===== config.mk =====
export PLATFORM = sky130hd
export DESIGN_NAME = uart_alu_ctrl
export DESIGN_NICKNAME = d
export VERILOG_FILES = /design/src/rtl/uart_pkg.sv /design/src/rtl/uart_timeout_cnt.sv /design/src/rtl/uart_alu_ctrl.sv
export SDC_FILE = /design/constraint.sdc
export NUM_CORES = 1
export LEC_CHECK = 0
export CAP_MARGIN = 20
export CORE_MARGIN = 2
export CORE_UTILIZATION = 46
export CTS_BUF_LIST = sky130_fd_sc_hd__clkbuf_4 sky130_fd_sc_hd__clkbuf_8
export DETAILED_ROUTE_END_ITERATION = 16
export HOLD_SLACK_MARGIN = 0.06
export PLACE_DENSITY_LB_ADDON = 0.05
export SLEW_MARGIN = 20
export SYNTH_ARGS = -nofsm -noshare
export SYNTH_HDL_FRONTEND = slang
export SYNTH_SLANG_ARGS = --single-unit

===== constraint.sdc =====
create_clock -name clk -period 2.5 [get_ports clk]
set_input_delay 0.75 -clock clk [delete_from_list [all_inputs] [get_ports clk]]
set_output_delay 0.75 -clock clk [all_outputs]
set_load 0.05 [all_outputs]

===== src/rtl/uart_pkg.sv =====
// Shared definitions for the UART/ALU glue logic: default word widths and
// the sequencing controller's state encoding.
package uart_pkg;

  localparam int DBIT_DEF  = 8;
  localparam int NB_OP_DEF = 6;

  localparam logic [2:0] ST_WAIT_A  = 3'd0;
  localparam logic [2:0] ST_WAIT_B  = 3'd1;
  localparam logic [2:0] ST_WAIT_OP = 3'd2;
  localparam logic [2:0] ST_EXEC    = 3'd3;
  localparam logic [2:0] ST_SEND    = 3'd4;
  localparam logic [2:0] ST_WAIT_TX = 3'd5;

  typedef enum logic [2:0] {
    WAIT_A  = ST_WAIT_A,
    WAIT_B  = ST_WAIT_B,
    WAIT_OP = ST_WAIT_OP,
    EXEC    = ST_EXEC,
    SEND    = ST_SEND,
    WAIT_TX = ST_WAIT_TX
  } state_t;

endpackage


===== src/rtl/uart_timeout_cnt.sv =====
// Inter-byte timeout counter: clears on clr, counts while en, and flags the
// terminal count combinationally so the controller can abort in that cycle.
module uart_timeout_cnt #(
  parameter int TO_W    = 20,
  parameter int TIMEOUT = 1000000
) (
  input  logic clk,
  input  logic reset,
  input  logic clr,
  input  logic en,
  output logic expire
);

  localparam logic [TO_W-1:0] LAST = TO_W'(TIMEOUT - 1);

  logic [TO_W-1:0] cnt;

  always_ff @(posedge clk or posedge reset) begin
    if (reset) begin
      cnt <= '0;
    end else if (clr) begin
      cnt <= '0;
    end else if (en) begin
      cnt <= cnt + TO_W'(1);
    end
  end

  assign expire = en && (cnt == LAST);

endmodule


===== src/rtl/uart_alu_ctrl.sv =====
// Sequencing controller: collects A, B and opcode bytes from the UART
// receiver, runs them through the external ALU and hands the result to the TX.
module uart_alu_ctrl
  import uart_pkg::*;
#(
  parameter int DBIT    = DBIT_DEF,
  parameter int NB_OP   = NB_OP_DEF,
  parameter int TO_W    = 20,
  parameter int TIMEOUT = 1000000
) (
  input  logic             clk,
  input  logic             reset,
  input  logic             rx_done_tick,
  input  logic [DBIT-1:0]  rx_data,
  input  logic             tx_done_tick,
  input  logic [DBIT-1:0]  alu_result,
  output logic [DBIT-1:0]  alu_a,
  output logic [DBIT-1:0]  alu_b,
  output logic [NB_OP-1:0] alu_op,
  output logic [DBIT-1:0]  tx_data,
  output logic             tx_start,
  output logic             busy,
  output logic             err_timeout,
  output logic [2:0]       dbg_state
);

  // Handshake: rx_done_tick and tx_done_tick are single-cycle pulses that are
  // consumed only in the state waiting for them and otherwise dropped (no
  // buffering); tx_start is a single-cycle request, one per completed frame.

  state_t state, state_n;
  logic   ld_a, ld_b, ld_op, ld_tx;
  logic   cnt_clr, cnt_en, expire;

  uart_timeout_cnt #(
    .TO_W    (TO_W),
    .TIMEOUT (TIMEOUT)
  ) u_timeout (
    .clk    (clk),
    .reset  (reset),
    .clr    (cnt_clr),
    .en     (cnt_en),
    .expire (expire)
  );

  always_ff @(posedge clk or posedge reset) begin
    if (reset) begin
      state   <= WAIT_A;
      alu_a   <= '0;
      alu_b   <= '0;
      alu_op  <= '0;
      tx_data <= '0;
    end else begin
      state <= state_n;
      if (ld_a)  alu_a   <= rx_data;
      if (ld_b)  alu_b   <= rx_data;
      if (ld_op) alu_op  <= rx_data[NB_OP-1:0];
      if (ld_tx) tx_data <= alu_result;
    end
  end

  always_comb begin
    state_n = state;
    ld_a    = 1'b0;
    ld_b    = 1'b0;
    ld_op   = 1'b0;
    ld_tx   = 1'b0;
    cnt_clr = 1'b0;
    case (state)
      WAIT_A: begin
        if (rx_done_tick) begin
          ld_a    = 1'b1;
          cnt_clr = 1'b1;
          state_n = WAIT_B;
        end
      end
      WAIT_B: begin
        // A byte on the terminal-count cycle wins over the timeout.
        if (rx_done_tick) begin
          ld_b    = 1'b1;
          cnt_clr = 1'b1;
          state_n = WAIT_OP;
        end else if (expire) begin
          state_n = WAIT_A;
        end
      end
      WAIT_OP: begin
        if (rx_done_tick) begin
          ld_op   = 1'b1;
          state_n = EXEC;
        end else if (expire) begin
          state_n = WAIT_A;
        end
      end
      EXEC: begin
        ld_tx   = 1'b1;
        state_n = SEND;
      end
      SEND:    state_n = WAIT_TX;
      WAIT_TX: if (tx_done_tick) state_n = WAIT_A;
      default: state_n = WAIT_A;
    endcase
  end

  assign cnt_en      = (state == WAIT_B) || (state == WAIT_OP);
  assign err_timeout = expire && !rx_done_tick;
  assign tx_start    = (state == SEND);
  assign busy        = (state != WAIT_A);
  assign dbg_state   = state;

endmodule


==> impl_metrics.toml, run 1 <==
[yosys]
yosysTopAreaCellShare = 0.540
synth_top_family_by_area = "simple AND/OR/NAND/NOR gates"
synth-simple-area-share = 0.195
synth_compound_area_frac = 0.0897
synth_seq_area_share = 0.540
syn-cell-area_sq_um = 2450
yosysWarnings = 0
synth-seq-cells = 53
syn_inst = 209
syn_nets = 230
synth-xor-area-share = 0.0143
synth_edf_count = 0
ys_types = 42
synth_fa_ha_area_frac = 0.00510
avgSynthCellArea_sq_um = 11.7
synthMuxAreaShare = 0.138
yosysTopAreaCell = "dfrtp_1"
async_reset_ff_frac = 1.00
synthFlopType = "dfrtp_1"
synth_area_leaders = "dfrtp_1, mux2_2, o21ai_0, nand4_1, a21oi_1"

[placed_design]
place.gp.congestion = 0.790
dp_worst_setup_slack_ns = -0.361
io_buffers = 55
dp_hpwl_um = 3990

[clocking]
clock_latency_ns = 0.31
clk_pin_slew_ns = 0.10
clock_path_buffers = 2
clockRootBuffer = "clkbuf_8"
cts-htree-levels = 2
cts_made_buffers = 5
cts_tree = "done"
cts.sinks = 53

[grt]
first_global_vias = 1940
antenna_found_initial = 0
grt_pass1_wl_um = 9400
gr-usage-all-layers = 0.201
grt_remaining_overflow = 0
grt_max_degree = 54

[status]
violations = "negative setup slack"
outcome = "finished, violations left"

[min_path]
hp-class = "reg2reg"
holdPathStages = 1

[power_and_ir_drop]
pwr-share-comb = 0.580
p_int_mw = 2.30
p_switching_mw = 2.10
vdd_drop_max_v = 0.000940
clockPowerShare = 0.114
p_per_area_nw_per_um2 = 1300
power_switching_share = 0.476
power_frac_seq = 0.306
leakage_nw = 1.43

[sta]
tightest_slew_ns = 0.531
fmax_ghz = 0.377
postLayoutSetupSlackWorst_ns = -0.151
setup_viol = 1
report.final.slew_viol_count = 0
hold_viol = 0
fin_crit_ns = 2.65
setup_tns_ns = -0.151
fin_crit_sh = 1.06
rsz0062_at_grt = "yes"
fin_skew_ns = 0.0138
slew_headroom = 0.645

[routing]
wl_per_cell_um = 15.6
drcViolationCount = 0
routed_wirelength_um = 5580
firstDrtPassIters = 4
vias = 1930
drt_iter0_markers = 93
vias_per_cell = 5.41
ant_nets = 0

[setup_path]
critPathKind = "reg2out"
r2r_cells = 5
start_kind = "register"
critPathRequiredTime_ns = 1.75
crit_arrival_ns = 1.90
crit_fanout = 2
setup.worst_path.end_class = "output port"

[floorplan]
die_area_sq_um = 5940
ios = 56
die_y_um = 77.1
core_sq_um = 5140
fp.dieW_um = 77.1
num_rows = 26
start_util = 0.478

[final_layout]
layout.cells.most_common = "dfrtp_1"
utilization = 0.657
final_cell_mix = "dfrtp_1, clkdlybuf4s50_1, mux2_2, buf_4"
antenna_cells = 0
area_growth_pct = 37.6
fill_cells = 438
nets = 307
drive_gt1_frac = 0.289

[flow_run]
cap_violations = 0
-- kinds of logic after synthesis --
kind of cell | Yosys count
xor gates and xnor gates | 4
buffers and inverters | 11
and+or+nand+nor | 74
AOI/OAI and AO/OA | 36
DFF | 53
adders and majority gates | 1
muxes | 30
-- power by group through the flow --
stage                     clock (mW)  sequential (mW)  combinational, mW
after floorplan                    0             2.29              0.778
after global placement             0             1.35               2.55
after detailed placement           0             1.37               2.56
after CTS                      0.523             1.35               2.58
after global routing           0.557             1.40               2.69
final                          0.502             1.35               2.55
-- flip-flops by register name, summed over array words and instances, names as in the netlist --
signal,cells
tx_data,8
dbg_state,3
alu_b,8
alu_a,8
alu_op,6
u_timeout.cnt,20
-- critical path, stage by stage (launching register included) --
cell and delay [ns]:
dfrtp_1 0.44, nor4_4 0.36, buf_4 0.17, nand4b_1 0.13
nor4b_4 0.32, buf_12 0.18
-- cells in the mapped netlist, types with 2 or more instances --
cell type and n:
dfrtp_1 53, mux2_2 30, nand2_1 12, o21ai_0 12, a21oi_1 10, nand3_1 9, nand4_1 9, or3_1 7
clkbuf_1 6, or4_1 5, nor2_1 4, xor2_1 4, nand2b_1 3, nand3b_1 3, o211ai_1 3, o31ai_1 3
a31oi_1 2, and2_1 2, and4_1 2, buf_2 2, inv_1 2, nand4_2 2, nor3b_1 2, nor4_1 2
nor4b_1 2, or4_4 2
-- stage by stage --
stage          cells  instance area (sq um)  hold WS (ns)  power (mW)
2_1_floorplan    209                   2470         0.462        3.07
3_3_place_gp     347                   3250         0.486        3.90
3_5_place_dp     347                   3250         0.493        3.93
4_1_cts          357                   3380         0.516        4.45
5_1_grt          357                   3380         0.530        4.64
6_report         357                   3380         0.512        4.40
-- per-layer routing --
metal  track usage  routed length [um]  part of all wire
met1         0.252                2500              0.45
met2         0.332                2700              0.48
met3        0.0565                 251             0.045
met4        0.0714                 125             0.022
met5             0                   0                 0
-- final timing paths --
| path | start | to | slack, ns |
|---|---|---|---|
| worst min register to register | tx_data[2] | tx_data[2] | 0.51 |
| max in group asynchronous | reset | u_timeout.cnt[12] | 1.47 |
| worst max register to register | dbg_state[0] | u_timeout.cnt[15] | 0.50 |
| min in group asynchronous | reset | tx_data[2] | 0.79 |
| worst max-delay path | u_timeout.cnt[7] | err_timeout | -0.15 |
| worst min-delay path | tx_data[2] | tx_data[2] | 0.51 |
-- final cells by class --
class,instances,area (sq um),area share
flip-flops and latches,53,1330,0.393
multi-input cells,145,1130,0.333
repair buffers,79,736,0.218
well taps,70,87.6,0.0259
clock buffers,5,68.8,0.0204
clock inverters,3,25.0,0.00741
inverters,2,7.51,0.00222
-- what timing repair did --
item | 4_1_cts | 5_1_grt
gates cloned | 0 | 0
pin swaps | 4 | 3
endpoints found under the setup margin | 1 | 1
hold buffers | 0 | 0
buffers inserted | 2 | 0
gates resized for setup | 8 | 0
No activity file was read; power rests on OpenSTA's default activity.
==> run 2, diff against run 1 <==
Settings changed: HOLD_SLACK_MARGIN 0.06 to not set, REMOVE_ABC_BUFFERS set to 1.
==> run 2 against run 1 <==
The run still ends with negative setup slack left. Register-to-register slack lost 0.02 ns. Die area is the same. Combinational power hardly changed. Cell count down 1.1%. Sequential cell count did not move. Core utilization is 0.17 points lower. Setup slack better by 0.15 ns.
==> impl_metrics.toml, run 2 (synthesis gave the netlist of run 1 again) <==
[sta]
hold_viol = 0
tightest_slew_ns = 0.514
fin_crit_ns = 2.50
report.final.slew_viol_count = 0
rsz0062_at_grt = "yes"
fin_skew_ns = 0.00590
slew_headroom = 0.656
fmax_ghz = 0.400
setup_viol = 1
whs_ns = 0.510
postLayoutSetupSlackWorst_ns = -0.00163
fin_crit_sh = 1.00

[setup_path]
cp_top_family = "simple AND/OR/NAND/NOR gates"
crit_buf_inv = 3
crit_fanout = 2
crit_arrival_ns = 1.75
critPathRequiredTime_ns = 1.75
cpMaxStageDelayCell = "nor4bb_4"
start_kind = "input port"
critPathMaxStageDelay_ns = 0.25
crit_chain = "buf_6, nor4bb_4, nand4b_1, nor4b_2, buf_4, buf_12"
setup.worst_path.end_class = "output port"
critPathKind = "in2out"

[final_layout]
utilization = 0.656
final_cell_mix = "dfrtp_1, clkdlybuf4s50_1, mux2_2, buf_4"
drive_gt1_frac = 0.272
antenna_cells = 0
largest-register = "u_timeout.cnt"
largest_register_ffs = 20
layout.cells.most_common = "dfrtp_1"
area_growth_pct = 37.3
nets = 304
final_cells = 353

[routing]
drcViolationCount = 0
routed_wirelength_um = 5290
firstDrtPassIters = 4
ant_nets = 0
vias = 1917
drt_iter0_markers = 89
wl_per_cell_um = 15.0
vias_per_cell = 5.43

[min_path]
hp-class = "reg2reg"

[power_and_ir_drop]
power_frac_seq = 0.302
pwr-share-comb = 0.586
p_per_area_nw_per_um2 = 1300
p_switching_mw = 2.05
vdd_drop_max_v = 0.000891
p_int_mw = 2.33
power_switching_share = 0.469
p_total_mw = 4.38
clockPowerShare = 0.113
leakage_nw = 1.41

[grt]
grt_pass1_wl_um = 9160
first_global_vias = 1940
grt_max_degree = 54
antenna_found_initial = 0
gr-usage-all-layers = 0.191
grt_remaining_overflow = 0

[floorplan]
die_area_sq_um = 5940
ios = 56
num_rows = 26
core_sq_um = 5140
fp.dieW_um = 77.1
die_y_um = 77.1
start_util = 0.478

[placed_design]
place_inst = 347
dp_worst_setup_slack_ns = -0.352
io_buffers = 55
place.gp.congestion = 0.769
dp_hpwl_um = 3800

[status]
outcome = "finished, violations left"
violations = "negative setup slack"

[clocking]
cts_tree = "done"
post_cts_buffers = 0
cts-htree-levels = 2
clk_pin_slew_ns = 0.09
cts.sinks = 53
cts_made_buffers = 5
clock_latency_ns = 0.30
clockRootBuffer = "clkbuf_8"
clock_path_buffers = 2

[flow_run]
cap_violations = 0
## run 2: cell types whose count changed in the layout (fill, tap and decap cells not counted), sizes merged
cell and change:
clkbuf +1, inv -1, clkdlybuf4s50 +1, buf -4
clkinv -1
## run 2: layer usage
layer | track usage | routed length (um) | vias to the layer above
li1 | - | - | 935
met1 | 0.248 | 2380 | 928
met2 | 0.306 | 2500 | 43
met3 | 0.0541 | 274 | 11
met4 | 0.0732 | 127 | 0
met5 | 0 | 0 | -
## run 2: repair_timing
item | CTS | global route
hold buffers | 0 | 0
gates resized for setup | 9 | 3
setup endpoints to repair | 1 | 1
pin swaps | 4 | 4
## run 2: per-stage QoR
| stage | setup TNS [ns] | area, sq um |
|---|---|---|
| finish | -0.00163 | 3370 |
| CTS | -0.0824 | 3350 |
| global placement | -0.358 | 3230 |
| floorplan | -2.82 | 2420 |
| global route | -0.122 | 3370 |
| detailed placement | -0.352 | 3230 |
## run 2: cell type report
type	count	area [sq um]
clock inverters	1	7.51
repair buffers	76	722
inverters	2	7.51
well taps	70	87.6
fillers	418	1770
flip-flops and latches	53	1330
clock buffers	6	82.6
multi-input cells	145	1140
## run 2: power groups by stage
stage	Combinational, mW	Clock [mW]	Sequential (mW)
global placement	2.57	0	1.33
detailed placement	2.58	0	1.34
floorplan	0.697	0	2.33
CTS	2.59	0.508	1.33
finish	2.57	0.494	1.32
global route	2.70	0.541	1.37
## run 2: final timing paths
kind	startpoint	end	slack, ns	cells past startpoint
min in group asynchronous	reset	alu_op[2]	0.80	3
worst min register to register	tx_data[2]	tx_data[2]	0.51	1
max in group asynchronous	reset	u_timeout.cnt[16]	1.45	3
worst max-delay path	rx_done_tick	err_timeout	-0.002	6
worst max register to register	dbg_state[0]	u_timeout.cnt[15]	0.48	5
worst min-delay path	tx_data[2]	tx_data[2]	0.51	1
## run 2: worst reg2reg max path, cell delays in order (launching register included)
cell and delay, ns:
dfrtp_1 0.39, buf_4 0.18, a21oi_1 0.43, nand4_2 0.29
or4_1 0.53, a21oi_1 0.15
==> run 3, diff against run 2 <==
--- a/config.mk
+++ b/config.mk
@@ -8,3 +8,3 @@
 export CAP_MARGIN = 20
-export CORE_MARGIN = 2
+export CORE_MARGIN = 5
 export CORE_UTILIZATION = 46
--- a/constraint.sdc
+++ b/constraint.sdc
@@ -3,2 +3,2 @@
 set_output_delay 0.75 -clock clk [all_outputs]
-set_load 0.05 [all_outputs]
+set_load 0.005 [all_outputs]
==> run 3 against run 2 <==
Worst hold slack improved by 0.00088 ns. Cell count grew 5.4%. Clock skew is 0.0056 ns higher. Sequential share of layout area is 1.6 points lower. Global-route usage down 1.5 points. Clock power is 5.3% higher. Critical endpoint unchanged. Routed wire length increased by 8.5%. The flow still finishes with violations (negative setup slack). Combinational power fell by 36%. First-iteration DRC count shrank 13%. Largest power group unchanged.
==> impl_metrics.toml, run 3 (synthesis gave the netlist of run 1 again) <==
[sta]
tightest_slew_ns = 0.472
fmax_ghz = 0.393
report.final.slew_viol_count = 0
fin_crit_sh = 1.02
postLayoutSetupSlackWorst_ns = -0.0432
hold_viol = 0
setup_viol = 1
fin_skew_ns = 0.0115
rsz0062_at_grt = "yes"
slew_headroom = 0.685
fin_crit_ns = 2.54

[placed_design]
io_buffers = 55
place_inst = 354
dp_worst_setup_slack_ns = -0.742
place.gp.congestion = 0.795
dp_hpwl_um = 3970

[status]
violations = "negative setup slack"
outcome = "finished, violations left"

[floorplan]
ios = 56
fp.dieW_um = 83.1
start_util = 0.478
die_area_sq_um = 6900
core_sq_um = 5140
num_rows = 26
die_y_um = 83.1

[final_layout]
utilization = 0.684
seqCellArea_sq_um = 1330
drive_gt1_frac = 0.321
final_cell_mix = "clkdlybuf4s50_1, dfrtp_1, buf_4, mux2_2"
antenna_cells = 0
layout.cells.most_common = "clkdlybuf4s50_1"
area_growth_pct = 43.2
largest_register_ffs = 20
fill_cells = 417
nets = 322
multi_input_area_sq_um = 1130
final_cells = 372
largest-register = "u_timeout.cnt"

[min_path]
min_from = "u_timeout.cnt[5]"
hp-class = "reg2reg"

[setup_path]
setup.worst_path.end_class = "output port"
crit_arrival_ns = 1.79
critPathMaxStageDelay_ns = 0.40
reg2reg_from = "u_timeout.cnt[10]"
critPathRequiredTime_ns = 1.75
cp_top_family = "simple AND/OR/NAND/NOR gates"
cp-startpoint = "u_timeout.cnt[10]"
crit_chain = "nor4b_2, buf_4, nand4b_1, nor4b_4, buf_2"
start_kind = "register"
cpMaxStageDelayCell = "dfrtp_1"
critPathKind = "reg2out"
crit_buf_inv = 2
crit_fanout = 2

[grt]
gr-usage-all-layers = 0.176
grt_max_degree = 54
grt_pass1_wl_um = 10100
first_global_vias = 2058
grt_remaining_overflow = 0
antenna_found_initial = 0

[routing]
firstDrtPassIters = 4
ant_nets = 0
vias = 2018
vias_per_cell = 5.42
wl_per_cell_um = 15.4
routed_wirelength_um = 5740
drcViolationCount = 0
drt_iter0_markers = 77

[clocking]
hold_buffers = 0
cts_tree = "done"
clockRootBuffer = "clkbuf_8"
clock_latency_ns = 0.32
cts_made_buffers = 5
cts-htree-levels = 2
cts.sinks = 53
clock_path_buffers = 2
clk_pin_slew_ns = 0.11

[power_and_ir_drop]
vdd_drop_max_v = 0.000608
p_int_mw = 2.37
leakage_nw = 1.50
clockPowerShare = 0.150
p_per_area_nw_per_um2 = 989
pwr-share-comb = 0.475
power_frac_seq = 0.375
p_switching_mw = 1.11
power_switching_share = 0.319

[flow_run]
cap_violations = 0
run 3: path summary, 6_finish.rpt:
check	cells after the start	slack [ns]	to
worst max-delay path	5	-0.04	err_timeout
worst min-delay path	1	0.51	u_timeout.cnt[5]
worst max register to register	15	0.10	dbg_state[0]
worst min register to register	1	0.51	u_timeout.cnt[5]
max in group asynchronous	3	1.47	u_timeout.cnt[12]
min in group asynchronous	3	0.79	alu_op[5]
run 3: stage by stage:
| step | hold WS (ns) | total power [mW] | TNS, ns | area (sq um) |
|---|---|---|---|---|
| floorplan | 0.462 | 2.02 | 0 | 2420 |
| global route | 0.534 | 3.73 | -0.113 | 3520 |
| finish | 0.511 | 3.48 | -0.0432 | 3520 |
| CTS | 0.512 | 3.49 | -0.0299 | 3480 |
| global placement | 0.487 | 2.92 | -0.720 | 3290 |
| detailed placement | 0.491 | 2.94 | -0.742 | 3290 |
run 3: area by class of cell:
cell class,count,area share
clock buffer,5,0.0196
clock inverter,3,0.00819
inverter,2,0.00214
multi-input combinational,145,0.321
sequential,53,0.378
tap,70,0.0249
timing repair buffer,94,0.246
run 3: per-layer routing:
layer  GRT usage  up-vias  wire length, um
li1            -      981                -
met1       0.231      986             2560
met2       0.277       41             2740
met3      0.0554       10              308
met4      0.0579        0              125
met5           0        -                0
run 3: worst register-to-register path, cell delays in order, from the launching register on:
cell,delay (ns)
dfrtp_1,0.40
nor4b_2,0.32
buf_4,0.16
nand4b_1,0.14
nor4b_4,0.28
buf_4,0.16
buf_4,0.09
buf_4,0.09
buf_4,0.09
buf_6,0.08
buf_6,0.08
buf_4,0.09
buf_4,0.10
buf_6,0.08
buf_6,0.09
o21ai_2,0.05
run 3: power by group through the flow:
| stage | clock, mW | sequential, mW | combinational [mW] |
|---|---|---|---|
| final | 0.520 | 1.31 | 1.65 |
| after global routing | 0.583 | 1.36 | 1.79 |
| after CTS | 0.541 | 1.31 | 1.64 |
| after detailed placement | 0 | 1.33 | 1.61 |
| after global placement | 0 | 1.32 | 1.59 |
| after floorplan | 0 | 1.39 | 0.634 |
run 3: what timing repair did:
action	4_1_cts	5_1_grt
setup endpoints to repair	2	4
buffers inserted	12	1
gates resized for setup	13	11
endpoints found under the hold margin	0	0
pin swaps	3	3
cloned	0	0
